==> src/rtl/debounce_pulse.sv <==
`timescale 1ns/1ps
`default_nettype none
// ============================================================================
// Module   : debounce_pulse
// Purpose  : Cleans up a raw, bouncy, asynchronous board input. Produces a
//            debounced level and one-cycle press/release event pulses.
//            Optional auto-repeat of press_pulse while the input is held,
//            compiled in when the DEBOUNCE_REPEAT_EN macro is defined.
// Ports    : CLK50MHZ      - system clock (50 MHz)
//            rst           - asynchronous, active-high reset
//            btn_in        - raw pad input, asynchronous, may bounce
//            en            - pulse enable (sampled on the commit edge only)
//            level         - debounced, registered level of btn_in
//            press_pulse   - one cycle high per debounced rising edge
//                            (and per repeat when DEBOUNCE_REPEAT_EN)
//            release_pulse - one cycle high per debounced falling edge
// Revision : 1.0 - initial release
// ============================================================================
module debounce_pulse #(
  parameter int STABLE_CYCLES = 500000,
  parameter int REPEAT_DELAY  = 25000000,
  parameter int REPEAT_PERIOD = 5000000,
  parameter int CNT_W         = 25
) (
  input  logic CLK50MHZ,
  input  logic rst,
  input  logic btn_in,
  input  logic en,
  output logic level,
  output logic press_pulse,
  output logic release_pulse
);

  typedef enum logic [1:0] {
    ST_LOW       = 2'd0,
    ST_WAIT_HIGH = 2'd1,
    ST_HIGH      = 2'd2,
    ST_WAIT_LOW  = 2'd3
  } state_t;

  // Largest terminal value the counter is ever asked to reach; used as a
  // saturation ceiling so the counter can never wrap.
  localparam int c_max_sr  = (STABLE_CYCLES > REPEAT_DELAY) ? STABLE_CYCLES : REPEAT_DELAY;
  localparam int c_max_all = (c_max_sr > REPEAT_PERIOD) ? c_max_sr : REPEAT_PERIOD;

  localparam logic [CNT_W-1:0] c_cnt_max     = CNT_W'(c_max_all);
  localparam logic [CNT_W-1:0] c_stable_last = CNT_W'(STABLE_CYCLES - 1);
  localparam logic [CNT_W-1:0] c_cnt_one     = CNT_W'(1);
  localparam logic [CNT_W-1:0] c_cnt_zero    = '0;

`ifdef DEBOUNCE_REPEAT_EN
  localparam logic [CNT_W-1:0] c_delay_last  = CNT_W'(REPEAT_DELAY - 1);
  localparam logic [CNT_W-1:0] c_period_last = CNT_W'(REPEAT_PERIOD - 1);
`endif

  logic             r_s1;
  logic             r_s2;
  state_t           r_state;
  logic [CNT_W-1:0] r_cnt;
  logic [CNT_W-1:0] w_cnt_inc;

`ifdef DEBOUNCE_REPEAT_EN
  // 0: waiting out REPEAT_DELAY after entering HIGH; 1: REPEAT_PERIOD cadence
  logic             r_rep_phase;
`endif

  // Saturating increment; the terminal compares normally fire well below
  // the ceiling, this only guarantees the counter can never wrap.
  assign w_cnt_inc = (r_cnt == c_cnt_max) ? r_cnt : (r_cnt + c_cnt_one);

  always_ff @(posedge CLK50MHZ or posedge rst) begin
    if (rst) begin
      r_s1          <= 1'b0;
      r_s2          <= 1'b0;
      r_state       <= ST_LOW;
      r_cnt         <= c_cnt_zero;
      level         <= 1'b0;
      press_pulse   <= 1'b0;
      release_pulse <= 1'b0;
`ifdef DEBOUNCE_REPEAT_EN
      r_rep_phase   <= 1'b0;
`endif
    end else begin
      // Two-stage synchronizer; only r_s2 is safe to use downstream.
      r_s1          <= btn_in;
      r_s2          <= r_s1;
      // Pulses default low so every pulse lasts exactly one cycle.
      press_pulse   <= 1'b0;
      release_pulse <= 1'b0;

      case (r_state)
        ST_LOW: begin
          if (r_s2) begin
            r_state <= ST_WAIT_HIGH;
            r_cnt   <= c_cnt_one;
          end
        end

        ST_WAIT_HIGH: begin
          if (!r_s2) begin
            r_state <= ST_LOW;
            r_cnt   <= c_cnt_zero;
          end else if (r_cnt == c_stable_last) begin
            r_state     <= ST_HIGH;
            level       <= 1'b1;
            press_pulse <= en;
            r_cnt       <= c_cnt_zero;
`ifdef DEBOUNCE_REPEAT_EN
            r_rep_phase <= 1'b0;
`endif
          end else begin
            r_cnt <= w_cnt_inc;
          end
        end

        ST_HIGH: begin
          if (!r_s2) begin
            r_state <= ST_WAIT_LOW;
            r_cnt   <= c_cnt_one;
          end
`ifdef DEBOUNCE_REPEAT_EN
          else if (r_cnt == (r_rep_phase ? c_period_last : c_delay_last)) begin
            press_pulse <= en;
            r_cnt       <= c_cnt_zero;
            r_rep_phase <= 1'b1;
          end else begin
            r_cnt <= w_cnt_inc;
          end
`endif
        end

        ST_WAIT_LOW: begin
          if (r_s2) begin
            // Glitch back high: stay pressed, restart repeat timing.
            r_state <= ST_HIGH;
            r_cnt   <= c_cnt_zero;
`ifdef DEBOUNCE_REPEAT_EN
            r_rep_phase <= 1'b0;
`endif
          end else if (r_cnt == c_stable_last) begin
            r_state       <= ST_LOW;
            level         <= 1'b0;
            release_pulse <= en;
            r_cnt         <= c_cnt_zero;
          end else begin
            r_cnt <= w_cnt_inc;
          end
        end

        default: begin
          r_state <= ST_LOW;
          r_cnt   <= c_cnt_zero;
        end
      endcase
    end
  end

endmodule
`default_nettype wire

==> config.mk <==
export PLATFORM = sky130hd
export DESIGN_NAME = debounce_pulse
export DESIGN_NICKNAME = d
export VERILOG_FILES = /design/src/rtl/debounce_pulse.sv
export SDC_FILE = /design/constraint.sdc
export NUM_CORES = 1
export LEC_CHECK = 0
export ABC_AREA = 1
export ABC_CLOCK_PERIOD_IN_PS = 1500
export CAP_MARGIN = 20
export CORE_AREA = 4 4 77 79
export CTS_CLUSTER_DIAMETER = 200
export CTS_CLUSTER_SIZE = 28
export DETAILED_ROUTE_END_ITERATION = 8
export DIE_AREA = 0 0 81 83
export PLACE_DENSITY = 0.69
export SETUP_SLACK_MARGIN = 0.15
export SYNTH_ARGS = -nofsm -noshare
export SYNTH_HDL_FRONTEND = slang
export SYNTH_SLANG_ARGS = --single-unit
==> constraint.sdc <==
create_clock -name CLK50MHZ -period 1.5 [get_ports CLK50MHZ]
set_input_delay 0.45 -clock CLK50MHZ [delete_from_list [all_inputs] [get_ports CLK50MHZ]]
set_output_delay 0.45 -clock CLK50MHZ [all_outputs]
set_load 0.005 [all_outputs]
==> results by group <==
Timing
  – RSZ-0062 raised after global routing: true
  – Fin. Hold Viols: 0
  – Max-Slew Margin vs Limit: 80.5%
  – Fin crit period: 1.57 ns
  – Final setup violation count: 14
  – Period utilisation layout: 105%
  – Slew Limit Fails: 0
  – Final setup skew: 0.00318 ns
  – Max Clk Rate: 0.635 GHz
  – TNS Setup: -0.438 ns
  – Final setup margin: -0.0744 ns
  – Worst Tran Pin Value: 0.292 ns

Clocking
  – Clk sink count: 32
  – Clk_lat worst skew: 0.29 ns
  – Num CTS Buffers: 5
  – Number of H-tree levels: 2
  – Clock root buffer: clkbuf_8
  – Clock Pin Slew Worst Setup and Hold Paths: 0.07 ns
  – Hold Buf Count CTS: 0
  – CTS tree: done
  – CTS Buffer Depth: 2

Pwr
  – Clock power frac: 28.6%
  – Reg power frac: 33.5%
  – Internal power: 0.00187 W
  – Sw Pwr: 0.00103 W
  – Maximum vdd ir drop: 0.645 mV
  – Pwr dens: 799 mW/mm2
  – Sw frac: 35.4%
  – Combinational share of power: 37.9%
  – LEAKAGE: 1.66 nW

Route
  – Drt first-iter violations: 161
  – Total wire length: 7830 um
  – Final ANT Viol Nets: 0
  – Vias post-DR: 2659
  – DR WL/cell: 15.5 um
  – Vias per cell: 5.28
  – Post-route DRC: 0
  – DRT Pass-1 Iters: 5

Place
  – GPL Wtd Cong: 0.950
  – DP HPWL: 4860 um
  – Post-Place Cells: 472
  – I/O Buffers: 6

Final layout
  – Nets: 437
  – Non-Filler Instances: 504
  – Fillers: 426
  – N_diodes: 0
  – Share of layout cells above drive strength 1: 46.8%
  – Area delta synth->final: 58.7%

Synth
  – Count leader, synth: nand2_1
  – Post-synthesis sequential area ratio: 35.1%
  – Synth top cells by count: 108 x nand2_1, 45 x inv_1, 45 x nor2_1
  – Post-synthesis cell area: 0.00228 mm2
  – Share of flip-flops with an asynchronous set or reset: 100%
  – Cell taking the most area after synthesis: dfrtp_1
  – Syn_area_per_cell: 6.60 um2
  – Syn Inst Count: 346
  – Synth Register Bits: 32
  – Count of flip-flops with a built-in enable after synthesis: 0
  – Synth area leaders: dfrtp_1 35%, nand2_1 18%, nand3_1 8.5%
  – Net count after synthesis: 352
  – Prevailing post-synth register cell: dfrtp_1
  – Yosys top cell area share: 35.1%
  – Unique masters post-synth: 30
  – Yosys warns: 0

Global route
  – First-pass GRT wire length: 12200 um
  – Total GRT Usage: 23.4%
  – Initial antenna violation count: 0
  – Largest net degree at the start of global routing: 33
  – Vias in the first global route: 2599
  – Grt ovf: 0

Critical path
  – CP required: 1.71 ns
  – CP Cell Sequence: buf_4 > nand2_1 > nor2_2 > nand2_1 > nor2_1 > xor2_1 > nand2_1 > o21ai_1
  – Slowest stage cell, crit path: dfrtp_1
  – Critical path class: reg2reg
  – CP arrival: 1.79 ns
  – CP delay by family, top: simple AND/OR/NAND/NOR gates
  – CP max stage delay: 0.35 ns
  – CP bufs+invs: 1
  – Max FO, Critical Path: 7
  – Worst setup EP type: flip-flop
  – Crit path launch type: flip-flop
  – Critical Path Most Common Cell: nand2_1

Floorplanning
  – Die Span X: 81 um
  – Die area: 0.00672 mm2
  – Row cnt: 27
  – Core box area: 0.00534 mm2
  – Io pins: 7
  – Starting Density: 42.8%
  – Die Y: 83 um

Worst hold path
  – Kind of path behind the tightest hold check: reg2reg

Outcome
  – Failing checks: setup timing
  – Status: finished, violations left

Flow run
  – Max_cap viols: 0
==> cell usage in the layout (no fill, tap or decap), drive strengths merged <==
cell and n:
a21oi 4, buf 80, bufinv 1, clkbuf 6, clkdlybuf4s15 2, clkdlybuf4s50 3, clkinv 1, dfrtp 32
ha 2, inv 46, nand2 117, nand3 40, nand4 4, nor2 52, nor3 14, o211ai 2
o21ai 20, o31ai 1, or2 1, xor2 4
==> kinds of logic after synthesis <==
group           Yosys count  share of synthesized area (%)
simple gates            225                           44.2
buf+inv                  56                           10.7
flops                    32                           35.1
compound gates           27                           7.45
xor+xnor                  4                           1.53
fa+ha+maj                 2                           1.10
==> area by class of cell <==
class / count / area (um2) / share of cell area, %
inverter: 46 / 188 / 5.18
timing repair buffer: 85 / 738 / 20.4
clock buffer: 6 / 72.6 / 2.00
clock inverter: 2 / 35.0 / 0.967
multi-input combinational: 261 / 1700 / 46.9
tap: 72 / 90.1 / 2.49
sequential: 32 / 801 / 22.1
==> routing by layer <==
metal | global-route usage [%] | wire, um
met3 | 3.47 | 376
met4 | 8.91 | 237
met5 | 0 | 0
met2 | 39.1 | 4000
met1 | 29.9 | 3220
==> worst paths after layout <==
path                            depth (start not counted)      from  slack (ns)             to
worst max register to register                          8  r_cnt[6]       -0.07      r_cnt[11]
max in group asynchronous                               3       rst        0.82      r_cnt[14]
worst max-delay path                                    8  r_cnt[6]       -0.07      r_cnt[11]
min in group asynchronous                               3       rst        0.50  release_pulse
worst min-delay path                                    0      r_s1        0.35           r_s2
worst min register to register                          0      r_s1        0.35           r_s2
==> power by group through the flow <==
| stage | sequential [W] | combinational [W] | clock [W] |
|---|---|---|---|
| 6_report | 0.000972 | 0.00110 | 0.000829 |
| 5_1_grt | 0.000977 | 0.00115 | 0.000891 |
| 3_3_place_gp | 0.000960 | 0.000652 | 0 |
| 3_5_place_dp | 0.000963 | 0.000668 | 0 |
| 4_1_cts | 0.000971 | 0.000959 | 0.000844 |
| 2_1_floorplan | 0.000968 | 0.000453 | 0 |
==> registers in the layout, summed over array words and instances (netlist names), named ones only <==
name and count:
r_state 1, r_s1 1, level 1, release_pulse 1
press_pulse 1, r_cnt 25, r_s2 1
==> stage by stage <==
stage | total power, W | setup WS, ns | area [um2] | hold WS (ns) | utilization (%)
global placement | 0.00161 | -0.247 | 2830 | 0.333 | 53.1
floorplan | 0.00142 | 0.0199 | 2310 | 0.331 | -
CTS | 0.00277 | -0.0692 | 3400 | 0.352 | 63.6
finish | 0.00290 | -0.0744 | 3620 | 0.350 | 67.9
global route | 0.00301 | -0.180 | 3620 | 0.363 | 67.9
detailed placement | 0.00163 | -0.307 | 2830 | 0.336 | 53.1
==> what timing repair did <==
| item | in CTS | in global routing |
|---|---|---|
| setup endpoints to repair | 33 | 31 |
| setup buffers | 14 | 6 |
| gates cloned | 4 | 0 |
| pin swaps | 36 | 22 |
| resized for setup | 94 | 52 |
No activity file was read; power rests on OpenSTA's default activity.
